[src/rtl/enter_pulse_gen.sv]
// ENTER push-button conditioner: synchronise, debounce press and release, and emit one
// registered strobe per accepted press, plus optional auto-repeat strobes while held.
module enter_pulse_gen #(
    parameter int DEBOUNCE_CYCLES = 500000,
    parameter int SYNC_STAGES     = 2,
    parameter int BTN_ACTIVE_LOW  = 1,
    parameter int REPEAT_EN       = 0,
    parameter int REPEAT_DELAY    = 25000000,
    parameter int REPEAT_PERIOD   = 10000000
) (
    input  logic clk,
    input  logic reset,
    input  logic enter,
    output logic pulse,
    output logic level
);

    localparam int CNT_MAX_A = (DEBOUNCE_CYCLES > REPEAT_DELAY) ? DEBOUNCE_CYCLES : REPEAT_DELAY;
    localparam int CNT_MAX   = (CNT_MAX_A > REPEAT_PERIOD) ? CNT_MAX_A : REPEAT_PERIOD;
    localparam int CNT_W     = $clog2(CNT_MAX + 1);

    localparam logic [CNT_W-1:0] DEB_LAST    = CNT_W'(DEBOUNCE_CYCLES - 1);
    localparam logic [CNT_W-1:0] DELAY_LAST  = CNT_W'(REPEAT_DELAY - 1);
    localparam logic [CNT_W-1:0] PERIOD_LAST = CNT_W'(REPEAT_PERIOD - 1);

    typedef enum logic [1:0] {
        IDLE         = 2'd0,
        PRESS_WAIT   = 2'd1,
        PRESSED      = 2'd2,
        RELEASE_WAIT = 2'd3
    } state_t;

    // Normalise polarity before the chain so reset can load a plain 0 (released).
    logic                   btn_raw;
    logic [SYNC_STAGES-1:0] sync_q, sync_d;
    logic                   btn_s;

    state_t                 state_q, state_d;
    logic [CNT_W-1:0]       cnt_q, cnt_d;
    logic                   first_q, first_d;
    logic                   pulse_q, pulse_d;
    logic                   level_q, level_d;
    logic [CNT_W-1:0]       rep_last;

    assign btn_raw = (BTN_ACTIVE_LOW != 0) ? ~enter : enter;
    assign btn_s   = sync_q[SYNC_STAGES-1];
    assign sync_d  = {sync_q[SYNC_STAGES-2:0], btn_raw};

    always_comb begin
        state_d  = state_q;
        cnt_d    = cnt_q;
        first_d  = first_q;
        pulse_d  = 1'b0;
        rep_last = first_q ? DELAY_LAST : PERIOD_LAST;

        case (state_q)
            IDLE: begin
                cnt_d = '0;
                if (btn_s) state_d = PRESS_WAIT;
            end
            PRESS_WAIT: begin
                if (!btn_s) begin
                    state_d = IDLE;
                    cnt_d   = '0;
                end else if (cnt_q == DEB_LAST) begin
                    state_d = PRESSED;
                    cnt_d   = '0;
                    first_d = 1'b1;
                    pulse_d = 1'b1;
                end else begin
                    cnt_d = cnt_q + 1'b1;
                end
            end
            PRESSED: begin
                // A release seen this cycle wins over a repeat that would fall due.
                if (!btn_s) begin
                    state_d = RELEASE_WAIT;
                    cnt_d   = '0;
                end else if (REPEAT_EN != 0) begin
                    if (cnt_q == rep_last) begin
                        cnt_d   = '0;
                        first_d = 1'b0;
                        pulse_d = 1'b1;
                    end else begin
                        cnt_d = cnt_q + 1'b1;
                    end
                end else begin
                    cnt_d = '0;
                end
            end
            RELEASE_WAIT: begin
                if (btn_s) begin
                    state_d = PRESSED;
                    cnt_d   = '0;
                    first_d = 1'b1;
                end else if (cnt_q == DEB_LAST) begin
                    state_d = IDLE;
                    cnt_d   = '0;
                end else begin
                    cnt_d = cnt_q + 1'b1;
                end
            end
            default: begin
                state_d = IDLE;
                cnt_d   = '0;
            end
        endcase

        // Very short repeat settings must still never yield back-to-back strobes.
        pulse_d = pulse_d & ~pulse_q;
        level_d = (state_d == PRESSED) || (state_d == RELEASE_WAIT);
    end

    always_ff @(posedge clk or negedge reset) begin
        if (!reset) begin
            sync_q  <= '0;
            state_q <= IDLE;
            cnt_q   <= '0;
            first_q <= 1'b1;
            pulse_q <= 1'b0;
            level_q <= 1'b0;
        end else begin
            sync_q  <= sync_d;
            state_q <= state_d;
            cnt_q   <= cnt_d;
            first_q <= first_d;
            pulse_q <= pulse_d;
            level_q <= level_d;
        end
    end

    assign pulse = pulse_q;
    assign level = level_q;

endmodule

[config.mk]
export PLATFORM = sky130hd
export DESIGN_NAME = enter_pulse_gen
export DESIGN_NICKNAME = d
export VERILOG_FILES = /design/src/rtl/enter_pulse_gen.sv
export SDC_FILE = /design/constraint.sdc
export NUM_CORES = 1
export LEC_CHECK = 0
export ABC_AREA = 0
export BUFFER_PORTS_ARGS = -buffer_cell sky130_fd_sc_hd__buf_2
export CAP_MARGIN = 20
export CORE_MARGIN = 4
export CORE_UTILIZATION = 45
export CTS_CLUSTER_SIZE = 14
export DETAILED_ROUTE_END_ITERATION = 10
export GPL_ROUTABILITY_DRIVEN = 0
export PLACE_DENSITY_LB_ADDON = 0.15
export SETUP_SLACK_MARGIN = 0.3
export SYNTH_ARGS = -nofsm -noshare
export SYNTH_HDL_FRONTEND = slang
export SYNTH_SLANG_ARGS = --single-unit
[constraint.sdc]
create_clock -name clk -period 4.65 [get_ports clk]
set_input_delay 0.6975 -clock clk [delete_from_list [all_inputs] [get_ports clk]]
set_output_delay 0.6975 -clock clk [all_outputs]
set_load 0.01 [all_outputs]
==> key figures <==
Run status
  • Run status: completed

Floorplanning
  • Core Footprint: 3103 sq um
  • Row count: 20
  • DIE AREA: 4303 sq um
  • Die boundary height: 65.60 um
  • Initial Utilization: 0.4810
  • Chip Width: 65.60 um
  • I/O pins: 5

Run
  • Number of maximum-capacitance constraint violations: 0

Critical path
  • Number of buffer and inverter stages on the critical path: 1
  • Endpoint type of the worst setup path: register
  • Launching element type of the critical path: register
  • Launching point of the worst reg2reg path: cnt_q[0]
  • Data required time of the critical path: 4.85 ns
  • Slack of the worst reg-to-reg path: 2.37 ns
  • CP peak stage delay: 0.60 ns
  • Worst r2r dst: cnt_q[23]
  • Arrival time of the worst setup path: 2.48 ns
  • Largest delay contributor family on the critical path: compound AO/OA/AOI/OAI gates
  • R2R cell count: 6
  • Biggest fanout along the worst timing path: 14
  • Critical Setup Path Class: register to register
  • Critical-path cell with the highest stage delay: sky130_fd_sc_hd__o21bai_1
  • CP Cell Sequence: ha_1 -> and4_1 -> nand2_2 -> o21bai_1 -> buf_4 -> a21oi_1

Logic synthesis
  • Count of yosys warnings during synthesis: 0
  • Count of different cell masters after synthesis: 31
  • Count leader, synth: sky130_fd_sc_hd__dfrtp_1
  • Most used flip-flop cell after synthesis: sky130_fd_sc_hd__dfrtp_1
  • Share of synthesized registers carrying an async set or reset: 1.000
  • Post-synthesis instance total: 147
  • Post-synth EDFFs: 0
  • Leading post-synthesis cells by cell area: sky130_fd_sc_hd__dfrtp_1 (50%), sky130_fd_sc_hd__xor2_1 (4.7%), sky130_fd_sc_hd__nor2_1 (4.0%)
  • Post-synth top area share: 0.5029
  • Sequential-to-total area share from yosys stat: 0.5029
  • Cell area after synthesis: 1493 sq um
  • Dominant cell type by area after synthesis: sky130_fd_sc_hd__dfrtp_1
  • Commonest cells in the synthesized netlist: sky130_fd_sc_hd__dfrtp_1 (30), sky130_fd_sc_hd__nor2_1 (16), sky130_fd_sc_hd__a21oi_1 (11)
  • Nets in the synthesized netlist: 151
  • Average size of a mapped cell: 10.15 sq um
  • Flops & latches, synth: 30

STA
  • Hold Worst Slack: 0.3667 ns
  • Clock period minus final worst setup slack: 2.280 ns
  • Max Slew Vio Count: 0
  • Post-route fraction of the period consumed by the critical path: 0.4903
  • RSZ-0062 raised after global routing: no
  • Final setup skew: 0.002462 ns
  • Hold Vio Cnt, Final: 0
  • F_max: 0.4386 GHz
  • Total of endpoints with negative setup slack in the final report: 0
  • Measured slew at the worst slew-check pin: 0.7004 ns
  • Rel. slew slack: 0.5321
  • Setup total negative slack: 0 ns

Layout
  • Total of fill cells in the finished design: 314
  • Diode insertion count for antenna repair: 0
  • Area growth from synthesis to layout: 6.873%
  • Total area of multi-input combinational cells: 688.2 sq um
  • Layout net count: 158
  • Final Util: 0.5141
  • Area occupied by registers: 750.7 sq um
  • Non-filler cells in the finished layout: 197
  • Fraction of final layout cells with drive strength greater than 1: 0.1046

Global route
  • Global-route congestion overflow total: 0
  • Largest net degree at the start of global routing: 31
  • Number of global-route vias before repair: 1,031
  • Antenna violations before repair: 0
  • Total routing resource utilization after global routing: 0.1458
  • Wire length of the first global-routing pass: 4698 um

Power
  • Highest ir drop seen on vdd: 0.1420 mV
  • Leak Pwr: 0.6529 nW
  • Pwr Density: 266.0 nW/um^2
  • Total power after layout: 424.3 uW

Detailed routing
  • Total iterations of the first detailed-routing run: 4
  • Vias after detailed routing: 1,095
  • Number of antenna-violating nets in the routed design: 0
  • Detailed-route wire length per cell: 13.72 um
  • WL final: 2702 um
  • Via count normalized by instance count: 5.558
  • Detailed Route Iter0 Violations: 67
  • Post-route DRC: 0

Clock network
  • Number of sinks driven by the clock tree: 30
  • Number of gates resized after cts: 0
  • Total number of H-tree levels: 2
  • TritonCTS clock tree: yes
  • Clock latency of the later-clocked register in the worst-skew pair: 0.32 ns
  • Setup Fix Bufs, Post-CTS: 0
  • Number of buffers on the longest clock path: 2
  • Hold-fix buffers, CTS: 0
  • Root cell of the clock tree: sky130_fd_sc_hd__clkbuf_4
  • Clock transition time at the flip-flop clock pins of the worst setup and hold paths: 0.08 ns
  • Clock buffer count from CTS: 5

Placed design
  • Post-placement cell count: 191
  • Number of buffers inserted by port buffering: 4
  • Placed wire-length estimate: 1967 um

Worst hold path
  • Endpoint of the worst hold path: sync_q[1]
  • Worst hold path class: register to register
  • Number of stages on the worst hold path: 0
  • Hold Startpoint: sync_q[0]
-- routing by layer --
| layer | GRT usage | share of wire |
|---|---|---|
| met5 | 0 | 0 |
| met4 | 0.04922 | 0.017 |
| met3 | 0.05983 | 0.050 |
| met2 | 0.2212 | 0.45 |
| met1 | 0.1878 | 0.49 |
-- final cells by class --
| class | instances | area share |
|---|---|---|
| clock buffers | 6 | 0.03216 |
| inverters | 6 | 0.01412 |
| multi-input cells | 106 | 0.4314 |
| flip-flops and latches | 30 | 0.4706 |
| well taps | 44 | 0.03451 |
| repair buffers | 5 | 0.01725 |
-- layout by cell type (no fill, tap or decap), types with 2 or more instances in the layout --
cell / count
sky130_fd_sc_hd__xor2_1: 8
sky130_fd_sc_hd__or3_1: 5
sky130_fd_sc_hd__o31ai_1: 6
sky130_fd_sc_hd__nand3_1: 7
sky130_fd_sc_hd__nor4b_1: 2
sky130_fd_sc_hd__nor3_1: 2
sky130_fd_sc_hd__clkbuf_4: 5
sky130_fd_sc_hd__nor4_1: 3
sky130_fd_sc_hd__nand4_1: 7
sky130_fd_sc_hd__xnor2_1: 5
sky130_fd_sc_hd__dfrtp_1: 30
sky130_fd_sc_hd__a21oi_1: 11
sky130_fd_sc_hd__o21ai_0: 4
sky130_fd_sc_hd__or4_1: 6
sky130_fd_sc_hd__nand2_1: 7
sky130_fd_sc_hd__nor2_1: 16
sky130_fd_sc_hd__and4_1: 5
sky130_fd_sc_hd__buf_2: 4
sky130_fd_sc_hd__inv_1: 6
-- registers in the layout (all words and copies together) (netlist names) --
name     flops
cnt_q       25
sync_q       2
pulse        1
state_q      1
level        1
-- worst max-delay path by stage --
stage / from / end / slack (ns) / depth (start not counted)
after detailed placement: cnt_q[0] / cnt_q[23] / 2.37 / 6
final: cnt_q[0] / cnt_q[23] / 2.37 / 6
after floorplan: cnt_q[0] / level / 2.90 / 6
after CTS: cnt_q[0] / cnt_q[23] / 2.35 / 6
after global routing: cnt_q[1] / cnt_q[23] / 2.18 / 6
after global placement: cnt_q[9] / cnt_q[11] / 2.45 / 5
-- power by group --
part | switching, mW | internal, mW | total (mW)
sequential | 0.00161 | 0.263 | 0.264
clock | 0.0796 | 0.0680 | 0.148
combinational | 0.00954 | 0.00282 | 0.0124
-- cells by family (layout without fill, tap and decap cells) --
| group | count (synthesis) | after routing | share of synthesized area |
|---|---|---|---|
| AOI/OAI and AO/OA | 23 | 23 | 0.09137 |
| xor gates and xnor gates | 13 | 13 | 0.07628 |
| adders and majority gates | 1 | 1 | 0.008381 |
| buffers and inverters | 11 | 17 | 0.03604 |
| DFF | 30 | 30 | 0.5029 |
| muxes | 1 | 1 | 0.007543 |
| and+or+nand+nor | 68 | 68 | 0.2775 |
-- through the flow --
stage	setup slack (ns)	instance area (sq um)
floorplan	2.902	1493
global placement	2.454	1544
detailed placement	2.368	1544
global route	2.179	1595
finish	2.370	1595
CTS	2.350	1595
(Power assumes the default switching activity.)
